**config.mk**
```make
export PLATFORM = sky130hd
export DESIGN_NAME = mult_seq_64
export DESIGN_NICKNAME = d
export VERILOG_FILES = /design/src/rtl/mult_seq_64.sv
export SDC_FILE = /design/constraint.sdc
export NUM_CORES = 1
export LEC_CHECK = 0
export ABC_CLOCK_PERIOD_IN_PS = 5900
export BUFFER_PORTS_ARGS = -buffer_cell sky130_fd_sc_hd__buf_2
export CORE_MARGIN = 10
export CORE_UTILIZATION = 30
export CTS_CLUSTER_DIAMETER = 30
export CTS_CLUSTER_SIZE = 25
export DETAILED_ROUTE_END_ITERATION = 7
export SLEW_MARGIN = 0
export SYNTH_ARGS = -nofsm -noshare
export SYNTH_HDL_FRONTEND = slang
export SYNTH_SLANG_ARGS = --single-unit
```
**constraint.sdc**
```tcl
create_clock -name i_clk -period 5.9 [get_ports i_clk]
set_input_delay 0.295 -clock i_clk [delete_from_list [all_inputs] [get_ports i_clk]]
set_output_delay 0.295 -clock i_clk [all_outputs]
set_load 0.1 [all_outputs]
```
**src/rtl/mult_seq_64.sv**
```systemverilog
// Iterative shift-add multiplier, one multiplier bit per cycle, start/busy/done handshake.
// Optional MULT_HIGH_EN adds o_product_hi (UMULH/SMULH) from a 2*WIDTH accumulator.
module mult_seq_64 #(
    parameter int unsigned WIDTH = 64
) (
    input  logic             i_clk,
    input  logic             i_rst_n,
    input  logic             i_start,
    input  logic [WIDTH-1:0] i_a,
    input  logic [WIDTH-1:0] i_b,
    input  logic             i_signed_op,
    output logic             o_busy,
    output logic             o_done,
`ifdef MULT_HIGH_EN
    output logic [WIDTH-1:0] o_product_hi,
`endif
    output logic [WIDTH-1:0] o_product
);

    localparam int unsigned CW = $clog2(WIDTH) + 1;
`ifdef MULT_HIGH_EN
    localparam int unsigned AW = 2 * WIDTH;
`else
    localparam int unsigned AW = WIDTH;
`endif

    typedef enum logic [1:0] {
        S_IDLE = 2'd0,
        S_RUN  = 2'd1,
        S_DONE = 2'd2
    } state_t;

    state_t           r_state;
    state_t           w_state_nxt;
    logic             w_accept;
    logic             w_last;

    logic [AW-1:0]    r_mcand;
    logic [WIDTH-1:0] r_mplier;
    logic [AW-1:0]    r_acc;
    logic [CW-1:0]    r_cnt;
    logic             r_neg;
    logic             r_busy;
    logic             r_done;
    logic [WIDTH-1:0] r_product;

    logic             w_a_neg;
    logic             w_b_neg;
    logic [WIDTH-1:0] w_a_mag;
    logic [WIDTH-1:0] w_b_mag;
    logic [AW-1:0]    w_addend;
    logic [AW-1:0]    w_acc_sum;
    logic [AW-1:0]    w_result;

    // Operands become magnitudes on capture; low bits of the negated magnitude
    // product equal the two's complement product, so o_product is sign-agnostic.
    assign w_a_neg   = i_signed_op & i_a[WIDTH-1];
    assign w_b_neg   = i_signed_op & i_b[WIDTH-1];
    assign w_a_mag   = w_a_neg ? (~i_a + WIDTH'(1)) : i_a;
    assign w_b_mag   = w_b_neg ? (~i_b + WIDTH'(1)) : i_b;
    assign w_addend  = r_mplier[0] ? r_mcand : '0;
    assign w_acc_sum = r_acc + w_addend;
    assign w_result  = r_neg ? (~w_acc_sum + AW'(1)) : w_acc_sum;

    always_ff @(posedge i_clk or negedge i_rst_n) begin
        if (!i_rst_n) r_state <= S_IDLE;
        else          r_state <= w_state_nxt;
    end

    always_comb begin
        w_state_nxt = r_state;
        w_accept    = 1'b0;
        w_last      = 1'b0;
        case (r_state)
            S_IDLE: begin
                if (i_start) begin
                    w_accept    = 1'b1;
                    w_state_nxt = S_RUN;
                end
            end
            S_RUN: begin
                if (r_cnt == CW'(WIDTH - 1)) begin
                    w_last      = 1'b1;
                    w_state_nxt = S_DONE;
                end
            end
            S_DONE: begin
                if (i_start) begin
                    w_accept    = 1'b1;
                    w_state_nxt = S_RUN;
                end else begin
                    w_state_nxt = S_IDLE;
                end
            end
            default: w_state_nxt = S_IDLE;
        endcase
    end

    // Datapath: capture, shift-add iteration, and result register.
    always_ff @(posedge i_clk or negedge i_rst_n) begin
        if (!i_rst_n) begin
            r_mcand      <= '0;
            r_mplier     <= '0;
            r_acc        <= '0;
            r_cnt        <= '0;
            r_neg        <= 1'b0;
            r_busy       <= 1'b0;
            r_done       <= 1'b0;
            r_product    <= '0;
`ifdef MULT_HIGH_EN
            o_product_hi <= '0;
`endif
        end else begin
            r_busy <= (w_state_nxt == S_RUN);
            r_done <= (w_state_nxt == S_DONE);
            if (w_accept) begin
                r_mcand  <= AW'(w_a_mag);
                r_mplier <= w_b_mag;
                r_neg    <= w_a_neg ^ w_b_neg;
                r_acc    <= '0;
                r_cnt    <= '0;
            end else if (r_state == S_RUN) begin
                r_acc    <= w_acc_sum;
                r_mcand  <= r_mcand << 1;
                r_mplier <= r_mplier >> 1;
                r_cnt    <= r_cnt + CW'(1);
            end
            if (w_last) begin
                r_product    <= w_result[WIDTH-1:0];
`ifdef MULT_HIGH_EN
                o_product_hi <= w_result[AW-1:WIDTH];
`endif
            end
        end
    end

    assign o_busy    = r_busy;
    assign o_done    = r_done;
    assign o_product = r_product;

endmodule

```
---- Word-level counts from Yosys, hierarchy flattened ----
Index checks and enable logic that the tools add are counted.
word-level totals
  output and inout bits ................... 66
  bits in registers ....................... 268
  input bits .............................. 132
  logic and storage cells ................. 48
operators by class
  reduce and logical (&&, ||, !) cells .... 3
  eq/ne operators ......................... 5
  add/sub/neg operators ................... 5
  multiplexer cells ....................... 20
  bitwise logic cells ..................... 6
operator list
  cell                                           number
  2-to-1 mux 64 bit                              10
  adder 64 x 1 -> 64 bit, second input constant  3
  NOT 64 bit                                     3
  adder 64 bit                                   1
  2-to-1 mux 7 bit                               2
  adder 7 x 1 -> 7 bit, second input constant    1
  == test 7 x 6 -> 1 bit, second input constant  1
  case mux 2 bit (3 select lines)                1
  2-to-1 mux 1 bit                               5
  == test 2 x 1 -> 1 bit, second input constant  2
  == test 2 bit, second input constant           2
  2-to-1 mux 2 bit                               2
  bitwise AND 1 bit                              2
  zero test 2 bit                                1
  nonzero test 2 bit                             1
  OR reduction 2 bit                             1
  XOR 1 bit                                      1

---- Longest topological paths before layout ----
Gate-level depths: netlist of the first run.
  depth after elaboration ................. 5
  mapped depth ............................ 19
  depth with buffers taken out ............ 16

---- Worst setup path before layout of the first run ----
Ideal clock, no wire load.
  path kind ............................... reg-to-reg
  from .................................... register r_mplier[0]
  to ...................................... register r_product[55], in the netlist o_product[55]
  cell stages (with the launch flop) ...... 19
  arrival ................................. 4121 ps
  period minus slack after synthesis ...... 4246 ps
  required time ........................... 5775 ps
  buffers on the path ..................... 2
  setup time .............................. 125 ps
  setup slack ............................. 1654 ps
  cell sequence ........................... dfrtp_1 -> clkbuf_1 -> and2_1 -> ha_1 -> inv_1 -> fa_1 -> nand2b_1 -> a21o_1 -> a21o_1 -> xnor2_1 -> or4_1 -> buf_2 -> nor4_2 -> nand4_1 -> a211oi_2 -> nand4_2 -> o31a_1 -> xnor2_1 -> mux2_2
between the ends
  word-level cells in the longest chain between the ends .. 5
RTL lines
  what                    line  source
  from (decl)             39    logic [WIDTH-1:0] r_mplier;
  from (signal assigned)  118   r_mplier <= w_b_mag;
  from (signal assigned)  125   r_mplier <= r_mplier >> 1;
  2-to-1 mux 64 bit (*)   61    assign w_addend = r_mplier[0] ? r_mcand : '0;
  adder 64 bit (*)        62    assign w_acc_sum = r_acc + w_addend;
  NOT 64 bit              63    assign w_result = r_neg ? (~w_acc_sum + AW'(1)) : w_acc_sum;
  adder 64 x 1 -> 64 bit  63
  2-to-1 mux 64 bit (*)   63
  to (signal assigned)    129   r_product <= w_result[WIDTH-1:0];
  to (decl)               45    logic [WIDTH-1:0] r_product;
Every way passes the cells marked *; elsewhere a longest branch is shown, timed or not.
A chain may end at the register's enable or synchronous reset.

---- Worst setup path after layout of the first run ----
Same ends and word-level chain as after synthesis.

==> impl_metrics.ini, run 1 <==
[floorplan]
rows = 93
io_pins = 198
core_area_um2 = 64800
fp.dieW_um = 277
dieArea_um2 = 76500
die_h_um = 277
initial_core_util_pct = 30.5

[routing]
drc = 0
first_iter_violations = 1261
vias = 18500
finalWirelength_um = 67000
drtPass1Iterations = 5
ant_nets = 0
via_per_inst = 5.37
wl_per_cell_um = 19.5

[job]
drv_cap = 0

[sta]
setup_viol = 0
fin_crit_sh_pct = 85.4
slew_headroom_pct = 29.9
hold_viol_final = 0
fin_skew_ns = 0.0387
rsz0062_at_grt = no
worst_slack_ns = 0.863
finalMaxSlewViolations = 0
max_slew.worst_pin.slew_ns = 1.05
fin_crit_ns = 5.04
tns_ns = 0
max_freq_mhz = 199
timing.hold.ws_ns = 0.0278

[place]
place_ws_ns = 0.846
place_hpwl_um = 51600
place_congestion = 0.932
io_buffer_count = 197
placed_area_um2 = 21500
dp_cells = 3296

[clock_tree]
post_cts_buffers = 0
hold_buffers = 16
cts.sinks = 268
cts_root_buf = clkbuf_16
ctsHtreeMaxLevel = 2
clk_pin_slew_ns = 0.05
cts-resized-gates = 0
cts_buffer_depth = 3
cts_buffers = 61
tritoncts = yes
clkLatencyLatePin_ns = 0.62

[synth]
ys.flop_type = dfrtp_1
syn_area_um2 = 19700
synth_nets = 2559
synth_cell_types = 98
ys_seq_area_share_pct = 34.0
synth_edf_count = 0
avgSynthCellArea_um2 = 8.37
ys_ff_latch = 268
synthCells = 2359
ys_warn_count = 0
synth-async-reset-ratio_pct = 100

[setup_path]
slowest_stage = or3_1
cp_max_fo = 55
cp.arrival_ns = 5.54
slowest_delay_ns = 0.50
critPathRequiredTime_ns = 6.40
critical_path_class = reg2reg
cp-start-kind = flip-flop
crit_chain = buf_12 -> and2_1 -> ha_1 -> a21oi_1 -> o21ai_0 -> o2bb2ai_1 -> or3_1 -> a21oi_2 -> xor2_2 -> nand4_1 -> nor3_2 -> nand4_2 -> o31a_1 -> xnor2_1 -> mux2_2
end_kind = flip-flop

[power]
p_leak_nw = 10.0
peakVddDrop_v = 0.000264
power_mw = 14.8
power.density_nw_per_um2 = 618

[min_path]
hold_class = in2reg

[final_layout]
nets = 2720
synthToLayoutAreaGrowth_pct = 21.6
design_area_um2 = 24000
fin_cells = 3440
fin_util_pct = 37.0
layout_common_cells = o21ai_0 (281), dfrtp_1 (267), nand2_1 (250)
final_common_cell = o21ai_0
drive_gt1_share_pct = 16.4

[global_routing]
antenna_found_initial = 22
grt_first_pass_wirelength_um = 105000
grt_max_degree = 172
grt_pass1_vias = 18000
track_usage_pct = 16.8
grt_overflow = 0

[status]
outcome = complete, no violations
## Yosys cell counts (47+ instances only)
cell,n,area [um^2]
a21oi_1,136,681
a22oi_1,125,938
and2_1,81,507
clkbuf_1,114,428
dfrtp_1,268,6710
ha_1,67,838
nand2_1,250,938
nor2_1,152,571
nor3_1,47,235
o21ai_0,282,1410
o21ai_1,50,250
xnor2_1,105,920
xor2_1,114,998
## final timing paths
check | to | slack (ns) | from | cells past startpoint
setup / recovery | o_product[55]$_DFFE_PN0P_ | 0.86 | r_mplier[0]$_DFFE_PN0P_ | 15
hold / removal | r_mcand[28]$_DFFE_PN0P_ | 0.03 | i_a[28] | 3
setup reg to reg | o_product[55]$_DFFE_PN0P_ | 0.86 | r_mplier[0]$_DFFE_PN0P_ | 15
hold reg to reg | o_product[18]$_DFFE_PN0P_ | 0.47 | o_product[18]$_DFFE_PN0P_ | 2
max in group asynchronous | o_product[11]$_DFFE_PN0P_ | 3.98 | i_rst_n | 3
min in group asynchronous | r_mplier[14]$_DFFE_PN0P_ | 0.38 | i_rst_n | 2
## state kept, by name, summed over array words and instances, names as in the netlist, 2 cells and up
register	flops
r_acc	64
r_mcand	64
r_state	2
r_cnt	7
r_mplier	64
o_product	64
## worst max-delay path: cells and delay by family, from the launching register on
family | cells | cell delay (ns)
DFF | 1 | 0.47
adders and majority gates | 1 | 0.38
buffers and inverters | 1 | 0.22
and+or+nand+nor | 5 | 1.77
AOI/OAI and AO/OA | 5 | 1.35
muxes | 1 | 0.28
xor gates and xnor gates | 2 | 0.47
## power breakdown
part	switching, mW	internal [mW]	total (mW)
registers	0.564	2.66	3.22
logic	5.33	2.49	7.82
clock network	1.13	2.67	3.79
total	7.02	7.81	14.8
## routing by layer
metal / wire length [um] / global-route usage, % / up-vias
met2: 29300 / 25.9 / 577
met1: 30900 / 23.0 / 8665
li1: - / - / 9061
met3: 4730 / 3.69 / 133
met4: 1840 / 5.20 / 26
met5: 184 / 0 / -
## layout make-up
class | count | area [um^2]
Multi-Input combinational cell | 1919 | 12400
Timing Repair Buffer | 241 | 1400
Clock inverter | 39 | 612
Inverter | 29 | 109
Sequential cell | 268 | 6710
Antenna cell | 12 | 30.0
Fill cell | 6651 | 40800
Clock buffer | 77 | 1720
Tap cell | 855 | 1070
## logic make-up (layout without fill, tap and decap cells)
family | after synthesis | count (layout) | share of synthesized area (%)
buffers and inverters | 172 | 386 | 3.61
xor gates and xnor gates | 221 | 221 | 9.88
other | 0 | 12 | 0
and+or+nand+nor | 748 | 748 | 19.0
DFF | 268 | 268 | 34.0
AOI/OAI and AO/OA | 873 | 873 | 28.7
muxes | 9 | 9 | 0.482
adders and majority gates | 68 | 68 | 4.35
No activity file was read; power rests on OpenSTA's default activity.
==> run 2: changes to the inputs <==
BUFFER_PORTS_ARGS = unset   (was -buffer_cell sky130_fd_sc_hd__buf_2)
DONT_BUFFER_PORTS = 1   (was unset)
RECOVER_POWER = 100   (was unset)
==> run 2 against run 1 <==
The run now ends with hold timing, capacitance limit, slew limit left. Count of clock-buffer cells in the layout increased by 4. Global-route usage is 1.8 points higher. Power is 2.5% higher. Via count grew 2.7%. Critical path depth is the same. Worst hold slack worse by 0.62 ns. Register-to-register slack got worse by 0.49 ns. Worst setup slack worse by 0.49 ns.
==> impl_metrics.ini, run 2 (synthesis gave the netlist of run 1 again) <==
[routing]
first_iter_violations = 1491
drc = 0
via_per_inst = 5.61
wl_per_cell_um = 21.9
finalWirelength_um = 73900
vias = 19000
drtPass1Iterations = 5
ant_nets = 0

[sta]
hold_viol_final = 268
fin_crit_ns = 5.53
slew_headroom_pct = -216
fin_crit_sh_pct = 93.6
max_freq_mhz = 181
fin_skew_ns = 0.0279
finalMaxSlewViolations = 337
tns_ns = 0
timing.hold.ws_ns = -0.590
worst_slack_ns = 0.375
max_slew.worst_pin.slew_ns = 4.74
setup_viol = 0
rsz0062_at_grt = no

[final_layout]
final_common_cell = o21ai_0
drive_gt1_share_pct = 9.35
design_area_um2 = 24500
layout_common_cells = o21ai_0 (312), dfrtp_1 (266), nand2_1 (250)
fillers = 6476
synthToLayoutAreaGrowth_pct = 23.9
nets = 2666
fin_util_pct = 37.7

[setup_path]
rr_endpoint = o_product[63]$_DFFE_PN0P_
cp-start-kind = flip-flop
reg2reg_from = r_mplier[0]$_DFFE_PN0P_
critical_path_class = reg2reg
cp_max_fo = 37
critPathRequiredTime_ns = 6.37
ff2ff_path_depth = 15
end_kind = flip-flop
r2r_slack_ns = 0.37
cp.arrival_ns = 5.99

[floorplan]
rows = 93
die_h_um = 277
initial_core_util_pct = 30.5
io_pins = 198
core_area_um2 = 64800
dieArea_um2 = 76500
fp.dieW_um = 277

[clock_tree]
clk_pin_slew_ns = 0.04
hold_buffers = 142
clkLatencyLatePin_ns = 0.61
ctsHtreeMaxLevel = 3
cts_buffer_depth = 3
tritoncts = yes
cts.sinks = 268
cts_buffers = 71
cts_root_buf = clkbuf_16

[place]
io_buffer_count = 0
place_congestion = 0.996
placed_area_um2 = 20500
place_ws_ns = 0.127
place_hpwl_um = 53400

[global_routing]
grt_overflow = 0
met3_usage_pct = 4.97
antenna_found_initial = 1
grt_use_met2_pct = 28.4
grt_max_degree = 269
grt_pass1_vias = 19000
busiest_layer = met2
grt_use_met1_pct = 24.6
track_usage_pct = 18.6
grt_first_pass_wirelength_um = 114000

[min_path]
hold_class = in2async

[power]
power_switching_mw = 7.20
p_leak_nw = 9.81
swShare_pct = 47.3
p_seq_share_pct = 29.5
power_mw = 15.2
peakVddDrop_v = 0.000280
power.density_nw_per_um2 = 622
p_clk_share_pct = 27.6
intPower_mw = 8.02
combPwrFrac_pct = 42.9

[status]
outcome = finished with violations
violations = hold timing, capacitance limit, slew limit

[job]
drv_cap = 5
run 2: cell types whose count changed in the layout (fill, tap and decap cells not counted), sizes merged:
cell / change
dlygate4sd3: +126
clkinv: +9
diode: -11
buf: -196
clkinvlp: +2
clkbuf: +10
run 2: cell type report:
type	instances	area [um^2]	share of cell area [%]
inverters	29	109	0.445
well taps	855	1070	4.37
flip-flops and latches	268	6710	27.4
clock buffers	81	1890	7.71
multi-input cells	1919	12300	50.3
repair buffers	177	1670	6.82
clock inverters	50	713	2.92
diodes	1	2.50	0.0102
run 2: worst max path at each step:
stage,slack (ns),cells after the start,end,start
floorplan,1.65,18,o_product[55]$_DFFE_PN0P_,r_mplier[0]$_DFFE_PN0P_
global placement,0.08,15,o_product[63]$_DFFE_PN0P_,r_mplier[0]$_DFFE_PN0P_
detailed placement,0.13,15,o_product[63]$_DFFE_PN0P_,r_mplier[0]$_DFFE_PN0P_
CTS,0.11,15,o_product[63]$_DFFE_PN0P_,r_mplier[0]$_DFFE_PN0P_
global route,0.04,15,o_product[63]$_DFFE_PN0P_,r_mplier[0]$_DFFE_PN0P_
finish,0.37,15,o_product[63]$_DFFE_PN0P_,r_mplier[0]$_DFFE_PN0P_
run 2: timing repair:
item,4_1_cts,5_1_grt
endpoints found under the hold margin,397,268
gates resized for setup,0,2
setup endpoints to repair,0,4
buffers inserted,0,0
run 2: critical path, stage by stage (launching register included):
cell       delay [ns]
dfrtp_2          0.55
buf_4            0.30
and2_1           0.18
ha_1             0.50
a21oi_1          0.21
o21ai_0          0.43
a21o_1           0.23
nor2_1           0.07
a2111oi_0        1.15
o211a_1          0.32
nor3_1           0.06
nor4_1           0.43
nand4_1          0.20
o41ai_1          0.45
xor2_1           0.21
o21ai_1          0.07
run 2: per-stage QoR:
| step | hold slack (ns) | cells |
|---|---|---|
| 2_1_floorplan | -0.000591 | 2359 |
| 3_3_place_gp | 0.0266 | 3106 |
| 3_5_place_dp | 0.0269 | 3106 |
| 4_1_cts | -0.612 | 3379 |
| 5_1_grt | -0.619 | 3379 |
| 6_report | -0.590 | 3380 |
run 2: layer usage:
layer / vias to the layer above / share of wire [%]
li1: 8942 / -
met1: 9184 / 45
met2: 700 / 44
met3: 135 / 8.3
met4: 0 / 3.4
met5: - / 0
run 2: power groups by stage:
stage | combinational, mW | sequential, mW | clock (mW)
floorplan | 4.76 | 4.19 | 0
detailed placement | 6.38 | 4.50 | 0
global route | 7.22 | 4.60 | 4.37
finish | 6.53 | 4.49 | 4.19
global placement | 6.30 | 4.48 | 0
CTS | 6.50 | 4.49 | 4.26
